[src/rtl/sub_seq_ctrl.sv]
// Nibble-serial subtracter: one 4-bit ripple-borrow slice computes a - b - bin
// over NIB cycles, then holds the result until the consumer acknowledges it.
module sub_slice4 (
  input  logic [3:0] x,
  input  logic [3:0] y,
  input  logic       bi,
  output logic [3:0] d,
  output logic       bo
);
  logic [4:0] br;
  assign br[0] = bi;
  for (genvar i = 0; i < 4; i++) begin : g_bit
    assign d[i]    = x[i] ^ y[i] ^ br[i];
    assign br[i+1] = (~x[i] & y[i]) | (~(x[i] ^ y[i]) & br[i]);
  end
  assign bo = br[4];
endmodule

module sub_seq_ctrl #(
  parameter int NIB = 4
) (
  input  logic             clk,
  input  logic             rst_n,
  input  logic             start,
  input  logic [4*NIB-1:0] a,
  input  logic [4*NIB-1:0] b,
  input  logic             bin,
  input  logic             ack,
  output logic             busy,
  output logic             valid,
  output logic [4*NIB-1:0] diff,
  output logic             bout,
  output logic             zero,
  output logic             ovf
);
  localparam int W  = 4 * NIB;
  localparam int IW = (NIB > 1) ? $clog2(NIB) : 1;

  typedef enum logic [1:0] {IDLE, RUN, DONE} state_t;
  state_t state, state_nx;

  logic [IW-1:0] idx;
  logic [W-1:0]  a_r, b_r, diff_r, diff_nx;
  logic          brw, zero_r, ovf_r;
  logic [3:0]    sd;
  logic          sbo, last;

  assign last = (idx == IW'(NIB - 1));

  sub_slice4 u_slice (
    .x  (a_r[{idx, 2'b00} +: 4]),
    .y  (b_r[{idx, 2'b00} +: 4]),
    .bi (brw),
    .d  (sd),
    .bo (sbo)
  );

  // Full-width view of diff after this cycle's nibble lands; used for the flags.
  always_comb begin
    diff_nx = diff_r;
    diff_nx[{idx, 2'b00} +: 4] = sd;
  end

  always_ff @(posedge clk or negedge rst_n)
    if (!rst_n) state <= IDLE;
    else        state <= state_nx;

  always_comb begin
    state_nx = state;
    busy     = 1'b0;
    valid    = 1'b0;
    case (state)
      IDLE: if (start) state_nx = RUN;
      RUN: begin
        busy = 1'b1;
        if (last) state_nx = DONE;
      end
      DONE: begin
        valid = 1'b1;
        if (ack) state_nx = IDLE;
      end
      default: state_nx = IDLE;
    endcase
  end

  always_ff @(posedge clk or negedge rst_n) begin
    if (!rst_n) begin
      idx    <= '0;
      a_r    <= '0;
      b_r    <= '0;
      brw    <= 1'b0;
      diff_r <= '0;
      zero_r <= 1'b0;
      ovf_r  <= 1'b0;
    end else if (state == IDLE && start) begin
      a_r <= a;
      b_r <= b;
      brw <= bin;
      idx <= '0;
    end else if (state == RUN) begin
      diff_r <= diff_nx;
      brw    <= sbo;
      idx    <= idx + IW'(1);
      // Flags are registered so they read 0 out of reset and stay put outside DONE.
      if (last) begin
        zero_r <= (diff_nx == '0);
        ovf_r  <= (a_r[W-1] ^ b_r[W-1]) & (diff_nx[W-1] ^ a_r[W-1]);
      end
    end
  end

  assign diff = diff_r;
  assign bout = brw;
  assign zero = zero_r;
  assign ovf  = ovf_r;
endmodule

[config.mk]
export PLATFORM = sky130hd
export DESIGN_NAME = sub_seq_ctrl
export DESIGN_NICKNAME = d
export VERILOG_FILES = /design/src/rtl/sub_seq_ctrl.sv
export SDC_FILE = /design/constraint.sdc
export NUM_CORES = 1
export LEC_CHECK = 0
export ABC_AREA = 1
export ABC_CLOCK_PERIOD_IN_PS = 3750
export CORE_ASPECT_RATIO = 0.7
export CORE_UTILIZATION = 51
export CTS_CLUSTER_DIAMETER = 30
export DETAILED_ROUTE_END_ITERATION = 8
export PLACE_DENSITY = 0.87
export REMOVE_ABC_BUFFERS = 1
export SYNTH_ARGS = -nofsm -noshare
export SYNTH_HDL_FRONTEND = slang
export SYNTH_SLANG_ARGS = --single-unit
[constraint.sdc]
create_clock -name clk -period 3.75 [get_ports clk]
set_input_delay 0.75 -clock clk [delete_from_list [all_inputs] [get_ports clk]]
set_output_delay 0.75 -clock clk [all_outputs]
set_load 0.005 [all_outputs]
# == Word level (Yosys, flattened, before mapping) ==
# Cells that the tools add are included.
# totals
n_memories,0
ramBits,0
register_bits,55
out_inout_bits,21
latchBits,0
mem_bits_ro,0
wordCells,70
# op_classes
magnitude_cmp,0
n_shift,4
n_mux,11
div,0
reduce_logical,7
add_sub_neg,2
n_eq_ne,6
n_mul,0
bitwise,32
# op_table
op,count
variable part select 16 x 5 -> 4 bit,2
bitwise mux 16 bit,1
logical NOT 16 bit,1
"variable shift 4 x 6 -> 16 bit, first input constant",1
variable part select 4 x 6 -> 16 bit,1
two-way mux 2 bit,5
bitwise XOR 1 bit,10
bitwise AND 1 bit,9
NOT 1 bit,9
"!= test 2 bit, second input constant",3
negator 4 -> 6 bit,1
case mux 2 bit (3 select lines),1
AND reduction 3 bit,2
"equality test 2 bit, second input constant",2
two-way mux 1 bit,4
bitwise OR 1 bit,4
"adder 2 x 1 -> 2 bit, second input constant",1
"equality test 2 x 1 -> 1 bit, second input constant",1
logical NOT 2 bit,1
AND reduction 2 bit,1
nonzero test 2 bit,1
logical AND 1 bit,1

# == Depth between registers and ports, before layout ==
# Gate-level depths: netlist of run 1.
# depth
depth_word,14
ltp_mapped,18

# == By module ==
# From an unflattened synthesis of run 1, not the netlist that was laid out.
# unflattened
cells_unflattened,381
hier_area_um2,2862.7
# modules_own_cells
mod,n_inst,area_each_um2,seq_area_each_um2,cells_each
sub_seq_ctrl,1,2745.1,1376.3,367
sub_slice4,1,117.6,0.0,14

# == Least setup slack after synthesis of run 1 ==
# OpenSTA, ideal clock, no wires.
# synth_path
kind,flip-flop to flip-flop
from,reg idx[0]
to,reg zero_r (netlist: zero)
path_stages_with_launch,19
t_required_ns,3.633
path_slack_ns,0.539
t_arrival_ns,3.094
period_less_slack_ns,3.211
cell_sequence,dfrtp_1 inv_2 clkbuf_1 o21ai_0 o22ai_1 fa_1 inv_1 fa_1 fa_1 inv_1 fa_1 nor2_1 nand3_1 nand2_1 nor2_2 nand2_1 nor2_1 nand3_1 nand2_1
# synth_via
elab_chain_len,13
elab_cells_between_ends,32
classes_between,add/sub (1); eq/ne (1); shift (4); mux (1); bitwise (23); reduce/logical (2)
# synth_lines
item,line,rtl
"start, declared",42,logic [IW-1:0] idx;
"start signal, assigned",103,idx <= idx + IW'(1);
variable part select 16 x 5 -> 4 bit (on tied branches),"51, 52",
bitwise XOR 1 bit,"13, 14",
NOT 1 bit,14,assign br[i+1] = (~x[i] & y[i]) | (~(x[i] ^ y[i]) & br[i]);
bitwise AND 1 bit,14,
bitwise OR 1 bit,14,
bitwise AND 1 bit,14,
bitwise OR 1 bit,14,
bitwise AND 1 bit,14,
bitwise OR 1 bit,14,
bitwise XOR 1 bit,13,assign d[i] = x[i] ^ y[i] ^ br[i];
variable part select 4 x 6 -> 16 bit,61,"diff_nx[{idx, 2'b00} +: 4] = sd;"
bitwise mux 16 bit,61,
logical NOT 16 bit,106,zero_r <= (diff_nx == '0);
"end signal, assigned",106,
"end, declared",44,"logic brw, zero_r, ovf_r;"
# Several ways; a longest one is shown, not always the timed one.
# A chain may end at the register's enable or synchronous reset.

# == Worst setup path in the final report of run 1 ==
# layout_path
from,reg idx[1]
to,reg zero_r (netlist: zero)
# The elaborated chain is that of the path after synthesis.

==> flow_summary.ini, run 1 <==
[run_status]
outcome = finished, final reports clean

[critical_path]
cp_data_arrival_time_ps = 3600
crit_family = adder cells
crit_type = reg2reg
r2r_cells = 17
startpoint = idx[1]
end_kind = flop
crit_end = zero
crit_top_cell = fa_1
crit_cells = 17
start_kind = flop
crit_chain = inv_1, o21ai_0, o22ai_1, fa_1, inv_1, fa_1, fa_1, inv_1, fa_1, nor2_1, nand3_1, nand2_1, nor2_2, nand2_1, nor2_1, nand3_1, nand2_1
path_max_fanout = 15
cp_num_buf_inv = 3
critPathMaxStageDelay_ps = 410
cp_slowest_cell = fa_1
cp_data_required_time_ps = 3960
r2r_start = idx[1]
reg2reg_slack_ps = 350
r2r-end = zero

[floorplanning]
die_h_um = 64.5
initial_utilization = 0.535
dieArea_um2 = 5880
coreArea_um2 = 5310
num_io_pins = 58
dieWidth_um = 91.3
rows = 22

[finish]
antennaDiodeCount = 0
final_area_um2 = 3570
multi_input_area_um2 = 1290
drive_gt1_frac = 0.0521
finalNetCount = 468
layout.cells.non_filler = 494
register_area_um2 = 1380
syn2layout_area_growth_pct = 25.5
fill_cells = 443

[global_route]
grt_pass1_vias = 2403
antenna_found_initial = 0
grt_pass1_wl_um = 11300
track_usage = 0.243
gr-total-overflow = 0
grt_max_degree = 36

[logic_synthesis]
synth_flop_cell = dfrtp_1
synth_top_family_by_area = simple AND/OR/NAND/NOR gates
synth_cells = 367
synth-edff-count = 0
synth_xor_xnor_area_share = 0
synth_seq_cells = 55
seq_area_frac_synth = 0.484
ys.warnings.count = 0
yosysTopAreaCell = dfrtp_1
synth_common_cells = 150 x nand2_1, 55 x dfrtp_1, 46 x nor2_1, 22 x inv_1, 20 x o21ai_0
synth_simple_gate_area_frac = 0.302
yosysTopAreaCellShare = 0.484
synth.area.mux_share = 0
synth_compound_area_frac = 0.0972
synth.top_cells.by_area = dfrtp_1 48%, nand2_1 20%, nor2_1 6.1%
synth.distinct_cells = 25
synth.most_common_cell = nand2_1
syn-cell-area_um2 = 2840
avgSynthCellArea_um2 = 7.75
async_flop_share = 1.00
synthAdderAreaFrac = 0.0546

[clock_network]
post_cts_buffers = 0
cts_sinks = 55
cts-root-buf = clkbuf_8
cts_tree = built
cts.clk_slew.worst_paths_ps = 90
cts_resized = 0
htreeDepth = 2
clock_path_buffers = 2
clock_latency_ps = 310
numCtsBuffers = 5
hold_buffers = 0

[power_and_ir_drop]
cellPowerDensity_nw_per_um2 = 917
leakage_nw = 1.76
finalPower_mw = 3.27
ir_drop_uv = 357

[timing]
fin_tns_setup_ps = 0
min_period_ps = 3400
relSlewSlack = 0.517
tightest_slew_ps = 725
hold_viol_final = 0
drv_slew = 0
finalCritPeriodShare = 0.906
rsz0062_at_grt = false
final.setup_skew_ps = 10.2
fmax_mhz = 294
setup_violations = 0

[job]
cap_violations = 0

[route]
drtIter0Drc = 218
viasPerCell = 5.25
wirelength_um = 6510
wl_per_cell_um = 13.2
vias = 2592
drc = 0
firstDrtPassIters = 6
detail-route-antenna-nets = 0

[placement]
dpl.hpwl_um = 4760
placed_cell_area_um2 = 3450
gp_congestion = 0.928
port_buffers = 57
dpl.cell_count = 486

[worst_hold_path]
hp-class = in2async
-- per-layer routing --
metal,vias to the layer above,share of wire,track usage
met2,130,0.43,0.377
met4,0,0.011,0.0516
met1,1183,0.49,0.364
met3,11,0.074,0.0387
met5,-,0,0
li1,1268,-,-
-- cell usage in the layout (no fill, tap or decap), types with 3 or more instances in the layout --
cell	instances
a21oi_1	5
a31oi_1	7
a32o_1	3
buf_4	4
clkbuf_8	6
clkdlybuf4s50_1	56
dfrtp_1	55
fa_1	4
ha_1	6
inv_1	22
inv_2	4
nand2_1	150
nand3_1	12
nor2_1	46
o21ai_0	20
o21ai_1	3
o22ai_1	4
-- power by group --
group	total, mW	internal, mW	switching, mW
registers	1.07	0.859	0.208
clock network	0.403	0.216	0.187
logic	1.80	0.720	1.08
-- how the worst min path moves through the flow --
stage,to,start,slack [ps]
global route,b_r[5],b_r[5],530
global placement,b_r[11],b_r[11],470
CTS,a_r[8],a_r[8],500
finish,a_r[13],rst_n,490
detailed placement,a_r[8],a_r[8],470
floorplan,a_r[10],a_r[10],440
-- stage by stage --
step / utilization / setup WS (ps) / hold slack, ps
after floorplan: - / 401 / 444
after global placement: 0.650 / 599 / 468
after detailed placement: 0.650 / 427 / 474
after CTS: 0.672 / 390 / 499
after global routing: 0.672 / 89.9 / 525
final: 0.672 / 352 / 491
-- cell type report --
type	count	share of cell area
sequential	55	0.386
multi-input combinational	272	0.362
timing repair buffer	61	0.167
inverter	26	0.0273
tap	72	0.0252
clock buffer	6	0.0231
clock inverter	2	0.00982
-- registers in the layout, indices dropped and copies added, names as in the netlist --
signal and cells:
state 2, bout 1, ovf 1, b_r 16, diff 16, zero 1
idx 2, a_r 16
-- cells by family after synthesis --
family / count (synthesis)
AO/OA/AOI/OAI: 47
flip-flops: 55
buffers and inverters: 40
AND/OR/NAND/NOR: 215
adder cells (fa/ha/maj): 10
Power figures use the tool's default switching activity.
==> run 2, diff against run 1 <==
--- a/config.mk
+++ b/config.mk
@@ -7,7 +7,7 @@
 export LEC_CHECK = 0
 export ABC_AREA = 1
 export ABC_CLOCK_PERIOD_IN_PS = 3750
-export CORE_ASPECT_RATIO = 0.7
+export CORE_ASPECT_RATIO = 0.6
 export CORE_UTILIZATION = 51
 export CTS_CLUSTER_DIAMETER = 30
 export DETAILED_ROUTE_END_ITERATION = 8
==> run 2 against run 1 <==
Compared with the run above:
- the flow now finishes with violations (design-rule violations)
- power decreased by 1.4%
- largest cell class unchanged
- clock skew is 3.9 ps lower
- routed wire length rose by 4.7%
- largest power group unchanged
- first-iteration DRC count fell by 17%
==> flow_summary.ini, run 2 (synthesis results as in run 1) <==
[run_status]
outcome = complete, but fails checks
violations = design-rule violations

[finish]
drive_gt1_frac = 0.0451
multi_input_area_um2 = 1290
register_area_um2 = 1380
fill_cells = 446
finalNetCount = 467
layout_common_cells = 150 x nand2_1, 56 x clkdlybuf4s50_1, 55 x dfrtp_1
post-route-util = 0.676
antennaDiodeCount = 0
layout.cells.non_filler = 487
syn2layout_area_growth_pct = 23.7
mostFrequentLayoutCell = nand2_1

[clock_network]
cts-root-buf = clkbuf_8
htreeDepth = 2
post_cts_buffers = 0
cts_resized = 0
cts.clk_slew.worst_paths_ps = 100
numCtsBuffers = 5
hold_buffers = 0
cts_tree = built
cts_sinks = 55
clock_path_buffers = 2
clock_latency_ps = 310

[global_route]
grt_pass1_wl_um = 11600
grt_pass1_vias = 2595
grt_use_met1 = 0.353
grt.met2_usage = 0.418
top_usage_layer = met2
track_usage = 0.256
gr-total-overflow = 0
grtUsageMet3 = 0.0480
grt_max_degree = 45
antenna_found_initial = 0

[critical_path]
cp_slowest_cell = dfrtp_1
cp_data_arrival_time_ps = 3590
path_max_fanout = 9
cp_data_required_time_ps = 3960
start_kind = flop
crit_type = reg2reg
crit_chain = inv_1, a21oi_1, a32o_1, fa_1, inv_1, fa_1, fa_1, inv_1, fa_1, nor2_1, nand3_1, nand2_1, nor2_2, nand2_1, nor2_1, nand3_1, nand2_1
end_kind = flop
crit_top_cell = fa_1
critPathMaxStageDelay_ps = 540

[route]
detail-route-antenna-nets = 0
drc = 4
vias = 2568
wl_per_cell_um = 14.0
wirelength_um = 6820
firstDrtPassIters = 7
drtIter0Drc = 182
viasPerCell = 5.27

[power_and_ir_drop]
leakage_nw = 1.74
finalPower_mw = 3.23
ir_drop_uv = 399
cellPowerDensity_nw_per_um2 = 917

[placement]
dpl.hpwl_um = 4970
gp_congestion = 0.916
dpl.cell_count = 479
port_buffers = 57

[timing]
drv_slew = 0
relSlewSlack = 0.372
tightest_slew_ps = 942
hold_viol_final = 0
finalCritPeriodShare = 0.900
fmax_mhz = 296
hold_slack_ps = 489
final.setup_skew_ps = 6.27
rsz0062_at_grt = false
setup_violations = 0
fin_tns_setup_ps = 0
min_period_ps = 3380

[floorplanning]
dieArea_um2 = 5890
dieWidth_um = 98.4
die_h_um = 59.8
coreArea_um2 = 5200
rows = 20
num_io_pins = 58
initial_utilization = 0.546

[worst_hold_path]
hp-class = reg2reg

[job]
cap_violations = 0
[run 2: worst paths after layout]
path                       slack (ps)   start        to  cells after the start
setup / recovery                  370  idx[1]      zero                     17
hold / removal                    490  b_r[1]    b_r[1]                      2
setup reg to reg                  370  idx[1]      zero                     17
hold reg to reg                   490  b_r[1]    b_r[1]                      2
max in group asynchronous        2440   rst_n  diff[12]                      2
min in group asynchronous         570   rst_n   a_r[12]                      1
[run 2: area by class of cell]
class                           count  area share
Clock inverter                      1     0.00142
Sequential cell                    55       0.391
Tap cell                           66      0.0235
Inverter                           26      0.0277
Multi-Input combinational cell    272       0.367
Timing Repair Buffer               60       0.167
Clock buffer                        7      0.0217
[run 2: critical path: cells and delay by family, from the launching register on]
family / cells / cell delay [ps]
fa+ha+maj: 4 / 1350
simple gates: 8 / 780
flops: 1 / 540
compound gates: 2 / 330
buf+inv: 3 / 310
[run 2: per-stage QoR]
| stage | setup WS, ps | instance area (µm²) |
|---|---|---|
| after floorplan | 401 | 2770 |
| after global placement | 563 | 3440 |
| after detailed placement | 449 | 3440 |
| after CTS | 426 | 3520 |
| after global routing | 122 | 3520 |
| final | 374 | 3520 |
[run 2: routing by layer]
metal  up-vias  part of all wire
li1       1260                 -
met1      1194              0.50
met2       102              0.43
met3        12             0.064
met4         0             0.014
met5         -                 0
[run 2: power breakdown]
part	switching (mW)	internal (mW)	leakage, nW
logic	1.12	0.727	1.00
clock network	0.189	0.132	0.0422
registers	0.203	0.859	0.689
total	1.51	1.72	1.74
==> run 3, diff against run 2 <==
==> constraint.sdc (replaced) <==
create_clock -name clk -period 3.75 [get_ports clk]
set_input_delay 0.75 -clock clk [delete_from_list [all_inputs] [get_ports clk]]
set_output_delay 0.75 -clock clk [all_outputs]
set_load 0.05 [all_outputs]
==> results of run 3 <==
Same layout as run 2 (identical final DEF). Status: complete, but fails checks: design-rule violations.
Main changes from that run: total power 3.23 mW -> 3.52 mW; worst IR drop on VDD 399 µV -> 405 µV
==> edit 1, RTL diff (config.mk and constraints of run 3) <==
Change the parameter `NIB` from 4 to 8.
--- a/src/rtl/sub_seq_ctrl.sv
+++ b/src/rtl/sub_seq_ctrl.sv
@@ -17,7 +17,7 @@
 endmodule
 
 module sub_seq_ctrl #(
-  parameter int NIB = 4
+  parameter int NIB = 8
 ) (
   input  logic             clk,
   input  logic             rst_n,
Ports: changed (resized a, b and diff); port bits go from 58 to 106. The function was not compared with the original's and may differ.
==> edit 1 against run 3 <==
Synthesized cell count increased by 100%; area after synthesis increased by 90%; non-clock buffer count increased by 61; total power increased by 110%; critical endpoint unchanged; final area increased by 97%; worst setup slack got worse by 0.33 ns; wire length increased by 120%; highest routed layer unchanged; sequential cell count increased by 49.
==> edit 1: results (changes against run 3) <==
outcome completed (was finished, violations left); Yosys cell types 28 (was 25); minimum clock period 3.70 ns (was 3.38 ns); clock root cell clkbuf_16 (was clkbuf_8); largest net degree at the start of global routing 65 (was 45); worst-case reg-to-reg path depth 21 (was 17); NumNets Final 916 (was 467); CP max FO 5 (was 9); CP max stage cell fa_2 (was dfrtp_1); Worst-Skew Late Latency 0.35 ns (was 0.31 ns); global-route wire length before repair 24.3 mm (was 11.6 mm); Min-Delay Path Class input pin to async pin (was flip-flop to flip-flop); skew final 0.00676 ns (was 0.00627 ns); Iteration-0 DRC Markers 544 (was 182); CP arrival 3.95 ns (was 3.59 ns); total global-route track usage 28.8% (was 25.6%); htree depth 3 (was 2); number of global-route vias before repair 4,933 (was 2,595); routed wire length 15.2 mm (was 6.82 mm); Lkg Pwr 3.43 nW (was 1.74 nW); sequential share of the synthesized area 48.2% (was 48.4%); cts bufs inserted 9 (was 5); worst-margin pin slew 0.689 ns (was 0.942 ns); fillers 824 (was 446); Vias/cell 5.46 (was 5.27); dpl hpwl 10.7 mm (was 4.97 mm); Switching Fraction 51.2% (was 51.1%); Peak VDD IR 0.000567 V (was 0.000405 V); proportion of layout cells with a drive suffix above 1 7.75% (was 4.51%); Reg power frac 27.7% (was 30.2%); Port Buffers 105 (was 57); first drt pass iteration count 7 (unchanged); P_comb 4.42 mW (was 2.13 mW); clock slew at reported path FFs 0.07 ns (was 0.10 ns); Max stage delay on crit path 0.49 ns (was 0.54 ns); top cells by area, synth dfrtp_1 48%, nand2_1 22%, o21ai_0 6.6% (was dfrtp_1 48%, nand2_1 20%, nor2_1 6.1%); synth cell count leaders 323 x nand2_1, 104 x dfrtp_1, 71 x o21ai_0 (was 150 x nand2_1, 55 x dfrtp_1, 46 x nor2_1); routability congestion estimate from global placement 0.952 (was 0.916); Main synth FF type dfrtp_1 (unchanged)
==> edit 1: metal layers <==
metal | vias to the layer above | global-route usage [%] | share of wire [%]
met5 | - | 0 | 0
met1 | 2464 | 43.3 | 48
met2 | 294 | 40.6 | 40
met4 | 0 | 8.20 | 2.2
met3 | 45 | 7.65 | 9.1
li1 | 2514 | - | -
==> edit 1: final timing paths <==
path | startpoint | end | slack, ns
worst max register to register | idx[0] | zero | 0.05
min in group clk | a_r[27] | a_r[27] | 0.48
worst min register to register | a_r[27] | a_r[27] | 0.48
worst min-delay path | rst_n | b_r[16] | 0.41
worst max-delay path | idx[0] | zero | 0.05
max in group asynchronous | rst_n | ovf | 2.62
==> edit 1: cell type report <==
class                           count  area [sq um]  area share [%]
Sequential cell                   104          2610            37.5
Timing Repair Buffer              121          1210            17.4
Clock buffer                       10           239            3.44
Clock inverter                      4          30.0           0.432
Inverter                           54           213            3.06
Multi-Input combinational cell    546          2480            35.7
Tap cell                          135           169            2.43
==> edit 1: cell families (layout without fill, tap and decap cells) <==
group	count (synthesis)	after routing	synth area share, %
AOI/OAI and AO/OA	97	97	9.75
buffers and inverters	89	189	6.74
DFF	104	104	48.2
adders and majority gates	11	11	3.10
and+or+nand+nor	438	438	32.2
==> edit 1: timing repair <==
item / 4_1_cts / 5_1_grt
setup endpoints to repair: 2 / 7
resized for setup: 3 / 18
cloned: 0 / 1
setup buffers: 0 / 5
pin swaps: 0 / 5
==> edit 1: per-stage QoR <==
step	hold WS, ns	instances	setup WS [ns]	total power, mW	cell area [sq um]
finish	0.410	974	0.0454	7.34	6940
global route	0.457	974	-0.163	7.90	6940
CTS	0.430	968	0.0206	7.00	6820
detailed placement	0.465	954	-0.0495	6.07	6550
global placement	0.457	954	0.191	5.94	6550
floorplan	0.444	704	-0.439	4.74	5240
==> edit 2, RTL diff (settings of run 3) <==
Without the edit above. Register the output `ovf` once more, cleared by the reset; this adds one clock of latency there. The other outputs are not delayed to match.
--- a/src/rtl/sub_seq_ctrl.sv
+++ b/src/rtl/sub_seq_ctrl.sv
@@ -112,6 +112,12 @@
   assign diff = diff_r;
   assign bout = brw;
   assign zero = zero_r;
-  assign ovf  = ovf_r;
+  always_ff @(posedge clk or negedge rst_n) begin
+    if (!rst_n) begin
+      ovf <= '0;
+    end else begin
+      ovf <= ovf_r;
+    end
+  end
 endmodule
 
Behaviour: not the same (a bounded check fails within 10 cycles, from zero or initial values and one cycle with rst_n low).
==> edit 2 against run 3 <==
Combinational power about the same; area after synthesis is 0.88% higher; total power increased by 0.63%; utilization increased by 0.73 points; sequential cell count grew 1; wire length is 5.0% lower; final area grew 1.6%; highest routed layer unchanged; worst setup slack barely moved; non-clock buffer count is 2 higher.
==> edit 2: results (changes against run 3) <==
Slew headroom 41.5% (was 37.2%); DR top layer met4 (unchanged); outcome completed (was finished, violations left); Port Buffers 57 (unchanged); CP max FO 15 (was 9); met1 WL 3.23 mm (was 3.38 mm); Min-Delay Path Class flip-flop to flip-flop (unchanged); top cells by area, synth dfrtp_1 49%, nand2_1 20%, nor2_1 6.0% (was dfrtp_1 48%, nand2_1 20%, nor2_1 6.1%); number of global-route vias before repair 2,387 (was 2,595); P_sw 1.79 mW (was 1.80 mW); metal3 WL 425 microns (was 438 microns); Peak VDD IR 0.000354 V (was 0.000405 V); fillers 445 (was 446); clock root cell clkbuf_8 (unchanged); global-route wire length before repair 11.0 mm (was 11.6 mm); Iteration-0 DRC Markers 139 (was 182); Synth Warn # 0 (unchanged); Lkg Pwr 1.76 nW (was 1.74 nW); NumNets Final 470 (was 467); sequential share of the synthesized area 48.8% (was 48.4%); largest net degree at the start of global routing 41 (was 45); routed wl met2 2.77 mm (was 2.90 mm); synth cell count leaders 150 x nand2_1, 56 x dfrtp_1, 46 x nor2_1 (was 150 x nand2_1, 55 x dfrtp_1, 46 x nor2_1); total global-route track usage 24.2% (was 25.6%); routability congestion estimate from global placement 0.894 (was 0.916); post-CTS sizing 0 (unchanged); first drt pass iteration count 5 (was 7); proportion of layout cells with a drive suffix above 1 5.42% (was 4.51%); routed wire length 6.48 mm (was 6.82 mm); skew final 0.0114 ns (was 0.00627 ns); Vias/cell 5.26 (was 5.27); asr flop ratio synth 100% (unchanged); CP arrival 3.60 ns (was 3.59 ns); dpl hpwl 4.79 mm (was 4.97 mm)
edit 2: per-stage QoR:
| step | cell area [sq um] | total power [mW] | instances | util [%] | worst slack (ns) |
|---|---|---|---|---|---|
| finish | 3570 | 3.54 | 490 | 68.3 | 0.374 |
| detailed placement | 3480 | 3.18 | 482 | 66.5 | 0.400 |
| global route | 3570 | 3.83 | 490 | 68.3 | 0.0943 |
| floorplan | 2790 | 2.52 | 354 | - | 0.400 |
| global placement | 3480 | 3.08 | 482 | 66.5 | 0.586 |
| CTS | 3570 | 3.53 | 490 | 68.3 | 0.381 |
edit 2: cells by family (layout without fill, tap and decap cells):
family	count (synthesis)	count (layout)	synth area share, %
and+or+nand+nor	215	215	30.0
DFF	56	56	48.8
adders and majority gates	10	10	5.41
buffers and inverters	40	96	6.15
AOI/OAI and AO/OA	47	47	9.64
edit 2: metal layers:
metal	GRT usage, %	up-vias
li1	-	1273
met5	0	-
met1	34.6	1210
met3	5.03	8
met2	38.5	87
met4	5.54	0
edit 2: critical path, stage by stage, from the launching register on:
cell	delay, ns
dfrtp_1	0.39
inv_1	0.32
o21ai_0	0.18
o22ai_1	0.17
fa_1	0.20
inv_1	0.05
fa_1	0.37
fa_1	0.37
inv_1	0.07
fa_1	0.43
nor2_1	0.19
nand3_1	0.14
nand2_1	0.11
nor2_2	0.05
nand2_1	0.07
nor2_1	0.04
nand3_1	0.06
nand2_1	0.05
edit 2: final timing paths:
kind	from	end	slack [ns]	cells after the start
worst max-delay path	idx[1]	zero	0.37	17
worst min-delay path	ovf_r	ovf	0.39	0
worst max register to register	idx[1]	zero	0.37	17
worst min register to register	ovf_r	ovf	0.39	0
max in group asynchronous	rst_n	b_r[15]	2.46	2
min in group asynchronous	rst_n	b_r[13]	0.54	1
edit 2: cell type report:
| type | instances | area [sq um] | share of cell area, % |
|---|---|---|---|
| clock buffers | 5 | 68.8 | 1.93 |
| clock inverters | 3 | 27.5 | 0.771 |
| inverters | 26 | 97.6 | 2.73 |
| multi-input cells | 272 | 1290 | 36.1 |
| flip-flops and latches | 56 | 1400 | 39.2 |
| well taps | 66 | 82.6 | 2.31 |
| repair buffers | 62 | 603 | 16.9 |
edit 2: power groups by stage:
stage / registers, mW / clock network (mW) / logic (mW)
3_3_place_gp: 1.06 / 0 / 2.02
4_1_cts: 1.05 / 0.355 / 2.12
2_1_floorplan: 1.30 / 0 / 1.22
3_5_place_dp: 1.06 / 0 / 2.11
5_1_grt: 1.09 / 0.381 / 2.37
6_report: 1.06 / 0.353 / 2.13
